<file path="config.mk">
export PLATFORM = sky130hd
export DESIGN_NAME = ball_ctrl
export DESIGN_NICKNAME = d
export VERILOG_FILES = /design/src/rtl/ball_ctrl.sv
export SDC_FILE = /design/constraint.sdc
export NUM_CORES = 1
export LEC_CHECK = 0
export CELL_PAD_IN_SITES_DETAIL_PLACEMENT = 1
export CELL_PAD_IN_SITES_GLOBAL_PLACEMENT = 1
export CORE_UTILIZATION = 43
export DETAILED_ROUTE_END_ITERATION = 10
export PLACE_DENSITY_LB_ADDON = 0.08
export SKIP_LAST_GASP = 1
export SYNTH_ARGS = -nofsm -noshare
export SYNTH_HDL_FRONTEND = slang
export SYNTH_SLANG_ARGS = --single-unit
</file>
<file path="constraint.sdc">
create_clock -name clk_i -period 4.35 [get_ports clk_i]
set_clock_uncertainty 0.05 [all_clocks]
set_input_delay 1.0875 -clock clk_i [delete_from_list [all_inputs] [get_ports clk_i]]
set_output_delay 1.0875 -clock clk_i [all_outputs]
set_load 0.1 [all_outputs]
</file>
<file path="src/rtl/ball_ctrl.sv">
// ball_ctrl: per-frame pong ball motion, wall/paddle bounce,
// miss detection with point pulses and timed re-serve from centre.
`ifndef X_POS_W
`define X_POS_W 10
`endif
`ifndef Y_POS_W
`define Y_POS_W 10
`endif

module ball_ctrl #(
  parameter int SCREEN_W       = 640,
  parameter int SCREEN_H       = 480,
  parameter int BALL_SIZE      = 10,
  parameter int PADDLE_W       = 10,
  parameter int PADDLE_H       = 80,
  parameter int LEFT_PADDLE_X  = 20,
  parameter int RIGHT_PADDLE_X = 610,
  parameter int SPEED          = 2,
  parameter int START_X        = 315,
  parameter int START_Y        = 235,
  parameter int SERVE_DELAY    = 60
) (
  input  logic                clk_i,
  input  logic                rst_n_i,
  input  logic                frame_tick_i,
  input  logic [`Y_POS_W-1:0] paddle_l_y_i,
  input  logic [`Y_POS_W-1:0] paddle_r_y_i,
  output logic [`X_POS_W-1:0] ball_x_o,
  output logic [`Y_POS_W-1:0] ball_y_o,
  output logic                point_l_o,
  output logic                point_r_o,
  output logic                in_play_o
);

  localparam int XW = `X_POS_W;
  localparam int YW = `Y_POS_W;
  localparam int CW = $clog2(SERVE_DELAY + 1);

  localparam logic [0:0] S_SERVE = 1'b0;
  localparam logic [0:0] S_PLAY  = 1'b1;

  localparam logic [XW:0] X_BS = (XW+1)'(BALL_SIZE);
  localparam logic [XW:0] X_SP = (XW+1)'(SPEED);
  localparam logic [XW:0] X_W  = (XW+1)'(SCREEN_W);
  localparam logic [XW:0] X_LR = (XW+1)'(LEFT_PADDLE_X + PADDLE_W);
  localparam logic [XW:0] X_RL = (XW+1)'(RIGHT_PADDLE_X);
  localparam logic [YW:0] Y_BS = (YW+1)'(BALL_SIZE);
  localparam logic [YW:0] Y_SP = (YW+1)'(SPEED);
  localparam logic [YW:0] Y_H  = (YW+1)'(SCREEN_H);
  localparam logic [YW:0] Y_PH = (YW+1)'(PADDLE_H);

  logic [0:0]    state;
  logic          dir_x;
  logic          dir_y;
  logic [CW-1:0] serve_cnt;

  logic [XW:0] bx;
  logic [YW:0] by;
  logic [YW:0] pl_y;
  logic [YW:0] pr_y;

  assign bx   = {1'b0, ball_x_o};
  assign by   = {1'b0, ball_y_o};
  assign pl_y = {1'b0, paddle_l_y_i};
  assign pr_y = {1'b0, paddle_r_y_i};

  logic ov_l, ov_r;
  logic hit_l, hit_r;
  logic miss_l, miss_r;
  logic floor_hit, ceil_hit;

  // Bounds kept on the ball side as sums so nothing wraps.
  assign ov_l = (by + Y_BS > pl_y) && (by < pl_y + Y_PH);
  assign ov_r = (by + Y_BS > pr_y) && (by < pr_y + Y_PH);

  assign hit_l = !dir_x && (bx >= X_LR)
              && (bx <= X_LR + X_SP) && ov_l;
  assign hit_r = dir_x && (bx + X_BS <= X_RL)
              && (bx + X_BS + X_SP >= X_RL) && ov_r;

  assign miss_l = !dir_x && !hit_l && (bx < X_SP);
  assign miss_r = dir_x && !hit_r
               && (bx + X_BS + X_SP > X_W);

  assign floor_hit = by + Y_BS + Y_SP >= Y_H;
  assign ceil_hit  = by <= Y_SP;

  logic [XW-1:0] nx;
  logic [YW-1:0] ny;
  logic          ndx;
  logic          ndy;

  always_comb begin
    nx  = ball_x_o;
    ndx = dir_x;
    if (hit_l) begin
      nx  = XW'(X_LR);
      ndx = 1'b1;
    end else if (hit_r) begin
      nx  = XW'(X_RL - X_BS);
      ndx = 1'b0;
    end else if (dir_x) begin
      nx = ball_x_o + XW'(SPEED);
    end else begin
      nx = ball_x_o - XW'(SPEED);
    end
  end

  always_comb begin
    ny  = ball_y_o;
    ndy = dir_y;
    if (dir_y) begin
      if (floor_hit) begin
        ny  = YW'(Y_H - Y_BS);
        ndy = 1'b0;
      end else begin
        ny = ball_y_o + YW'(SPEED);
      end
    end else begin
      if (ceil_hit) begin
        ny  = '0;
        ndy = 1'b1;
      end else begin
        ny = ball_y_o - YW'(SPEED);
      end
    end
  end

  always_ff @(posedge clk_i) begin
    if (!rst_n_i) begin
      ball_x_o  <= XW'(START_X);
      ball_y_o  <= YW'(START_Y);
      dir_x     <= 1'b1;
      dir_y     <= 1'b1;
      state     <= S_SERVE;
      serve_cnt <= '0;
      point_l_o <= 1'b0;
      point_r_o <= 1'b0;
    end else begin
      point_l_o <= 1'b0;
      point_r_o <= 1'b0;
      if (frame_tick_i) begin
        if (state == S_SERVE) begin
          if (serve_cnt == CW'(SERVE_DELAY - 1)) begin
            serve_cnt <= '0;
            state     <= S_PLAY;
          end else begin
            serve_cnt <= serve_cnt + 1'b1;
          end
        end else if (miss_l || miss_r) begin
          // Serve goes toward the player who just conceded.
          ball_x_o  <= XW'(START_X);
          ball_y_o  <= YW'(START_Y);
          dir_x     <= miss_r;
          dir_y     <= 1'b1;
          state     <= S_SERVE;
          serve_cnt <= '0;
          point_r_o <= miss_l;
          point_l_o <= miss_r;
        end else begin
          ball_x_o <= nx;
          ball_y_o <= ny;
          dir_x    <= ndx;
          dir_y    <= ndy;
        end
      end
    end
  end

  assign in_play_o = (state == S_PLAY);

endmodule

</file>
==> results.yml <==
setup_path:
  path_class: "input port to flip-flop"
  crit_fanout: 9
  rr_worst_depth: 14
  critPathLaunchType: "input port"
  cp.arrival_ns: 4.21
  cp.required_ns: 4.50
  endpoint_kind: "flip-flop"
clock_tree:
  clk_pin_slew_ns: 0.06
  numCtsBuffers: 5
  cts-root-buf: "clkbuf_8"
  cts_setup_buffers: 0
  htreeDepth: 2
  cts_buffer_depth: 2
  cts_resized: 0
  clock_latency_ns: 0.29
  cts_tree: "yes"
  ctsHoldBuffers: 0
  clock_sink_count: 31
finish:
  diodes: 0
  n_fill_cell: 1222
  drive_gt1_share_pct: 10.21
  fin_util_pct: 52.17
  finalNetCount: 680
  area_growth_pct: 16.16
  fin_area_um2: 4866
  layoutNonFillerInstCount: 736
yosys:
  ys_ff_latch: 31
  netlist_top_cells_count: "ha_1 (51), nor2_1 (47), nand2_1 (44)"
  ys_seq_area_share_pct: 14.81
  yosys.area.top_type_share_pct: 15.23
  synth_edf_count: 0
  yosys.area_share.simple_pct: 27.06
  synth_top_family_by_area: "compound AO/OA/AOI/OAI gates"
  synth_top_area_cell: "ha_1"
  yosysMostFrequentCell: "ha_1"
  synth_fa_ha_area_share_pct: 15.23
  synthCells: 572
  syn-num-nets: 646
  synth_compound_area_share_pct: 27.63
  synth_cell_type_count: 76
  syn-cell-area_um2: 4189
  synth_ff_type: "dfxtp_1"
  synth_warnings: 0
  synth_xor_area_share_pct: 6.481
  synthMuxAreaShare_pct: 0.7766
  ys_async_sr_fraction_pct: 0
  synth_area_leaders: "ha_1 (15%), dfxtp_1 (15%), xnor2_1 (5.0%), nor2_1 (4.2%), o21ai_0 (4.1%)"
  syn_area_per_cell_um2: 7.323
sta:
  rsz0062_at_grt: "false"
  setup_viol: 0
  finalSetupTns_ns: 0
  finalCritPeriodShare_pct: 93.20
  fin_crit_ns: 4.054
  slew_headroom_pct: 35.07
  tightest_slew_ns: 0.9709
  timing.hold.ws_ns: 0.4897
  finalWorstSetupSlack_ns: 0.2960
  fmax_mhz: 246.7
  final_max_slew_viol_count: 0
  hold_viol: 0
route:
  drc_errors: 0
  route.antenna.remaining_nets: 0
  vias: 4476
  routedWlPerCell_um: 18.93
  drt-total-wl_um: 13930
  viasPerCell: 6.082
  drt_iter0_drc: 145
  first_pass_iters: 4
place:
  dpl_cell_area_um2: 4748
  io_buffers: 45
  place_inst: 728
  dp_hpwl_um: 10510
  post-place-ws_ns: 0.01245
  place_congestion: 0.8889
power:
  ir_drop_uv: 132.8
  p_total_mw: 0.7580
  power_density_nw_per_um2: 155.8
  leakage_nw: 1.936
global_route:
  grt_max_degree: 24
  grt_util_all_layers_pct: 28.30
  grt_pass1_vias: 4519
  grt_pass1_wl_um: 22790
  grt_overflow: 0
  antenna_found_initial: 0
floorplan:
  initial_core_util_pct: 44.91
  die-area_um2: 10140
  rows: 35
  io_pins: 46
  fp.dieW_um: 100.7
  core-area_um2: 9328
  die_y_um: 100.7
min_path:
  worstHoldPathCells: 1
  hold_class: "flip-flop to flip-flop"
status:
  status: "finished clean"
run:
  max_cap_violations: 0
-- metal layers --
layer	up-vias	track usage (%)	part of all wire, %	wire length, um
met3	8	2.427	3.7	512
met4	0	4.794	0.50	70
met5	-	0	0	0
met2	106	51.58	51	7085
met1	2206	36.63	45	6264
li1	2156	-	-	-
-- cells by family (layout without fill, tap and decap cells) --
logic type / after synthesis / in the layout
multiplexers: 3 / 3
AND/OR/NAND/NOR: 216 / 216
AO/OA/AOI/OAI: 164 / 164
flip-flops: 31 / 31
XOR/XNOR: 31 / 31
buffers and inverters: 76 / 111
adder cells (fa/ha/maj): 51 / 51
-- registers in the layout, summed over array words and instances (netlist names) --
name / flops
point_r_o: 1
ball_y_o: 10
point_l_o: 1
dir_y: 1
in_play_o: 1
serve_cnt: 6
dir_x: 1
ball_x_o: 10
-- power by group --
part,switching [mW],total [mW],internal [mW]
combinational,0.0918,0.164,0.0723
sequential,0.00808,0.295,0.287
clock,0.114,0.299,0.185
total,0.214,0.758,0.544
-- cells in the final DEF (no fill, tap or decap), types with 4 or more instances in the layout --
master | synthesis | final
inv_1 | 38 | 38
dfxtp_1 | 31 | 31
o21ai_2 | 4 | 4
xor2_1 | 7 | 7
nor3_1 | 15 | 15
nand2_1 | 44 | 44
or3_1 | 5 | 5
and3_1 | 9 | 9
xnor2_1 | 24 | 24
nor2_1 | 47 | 47
nand2b_1 | 11 | 11
a211oi_1 | 5 | 5
buf_4 | 1 | 24
clkbuf_8 | 0 | 6
o22ai_1 | 10 | 10
ha_1 | 51 | 51
a21oi_1 | 32 | 32
nand3b_1 | 4 | 4
nor2b_1 | 13 | 13
o21ai_0 | 34 | 34
and2_1 | 6 | 6
nand4_1 | 15 | 15
a21o_1 | 6 | 6
a31oi_1 | 15 | 15
o2111ai_1 | 4 | 4
nor4_1 | 7 | 7
o211ai_1 | 5 | 5
nand3_1 | 23 | 23
clkdlybuf4s50_1 | 0 | 41
-- cell type report --
cell class,count,area [um^2],area share (%)
Clock buffer,6,82.58,1.697
Clock inverter,2,35.03,0.7200
Inverter,38,142.6,2.931
Multi-Input combinational cell,465,3233,66.44
Sequential cell,31,620.6,12.75
Tap cell,129,161.4,3.317
Timing Repair Buffer,65,590.6,12.14
-- final timing paths --
path | startpoint | end | slack (ns)
worst max register to register | ball_y_o[6]$_SDFFE_PN1P_ | serve_cnt[0]$_SDFFE_PN0P_ | 0.50
worst max-delay path | paddle_r_y_i[5] | serve_cnt[0]$_SDFFE_PN0P_ | 0.30
worst min register to register | serve_cnt[0]$_SDFFE_PN0P_ | serve_cnt[0]$_SDFFE_PN0P_ | 0.49
worst min-delay path | serve_cnt[0]$_SDFFE_PN0P_ | serve_cnt[0]$_SDFFE_PN0P_ | 0.49
-- worst max-delay path, stage by stage --
cell and delay (ns):
clkdlybuf4s50_1 0.45, ha_1 0.24, o21ai_0 0.23, xnor2_1 0.16, ha_1 0.26, a21o_1 0.16, a21oi_1 0.12, o21ai_0 0.09
a221oi_1 0.40, nand2_1 0.19, a31oi_4 0.24, buf_4 0.20, nand2_1 0.16, a31oi_1 0.22
Power figures use the tool's default switching activity.
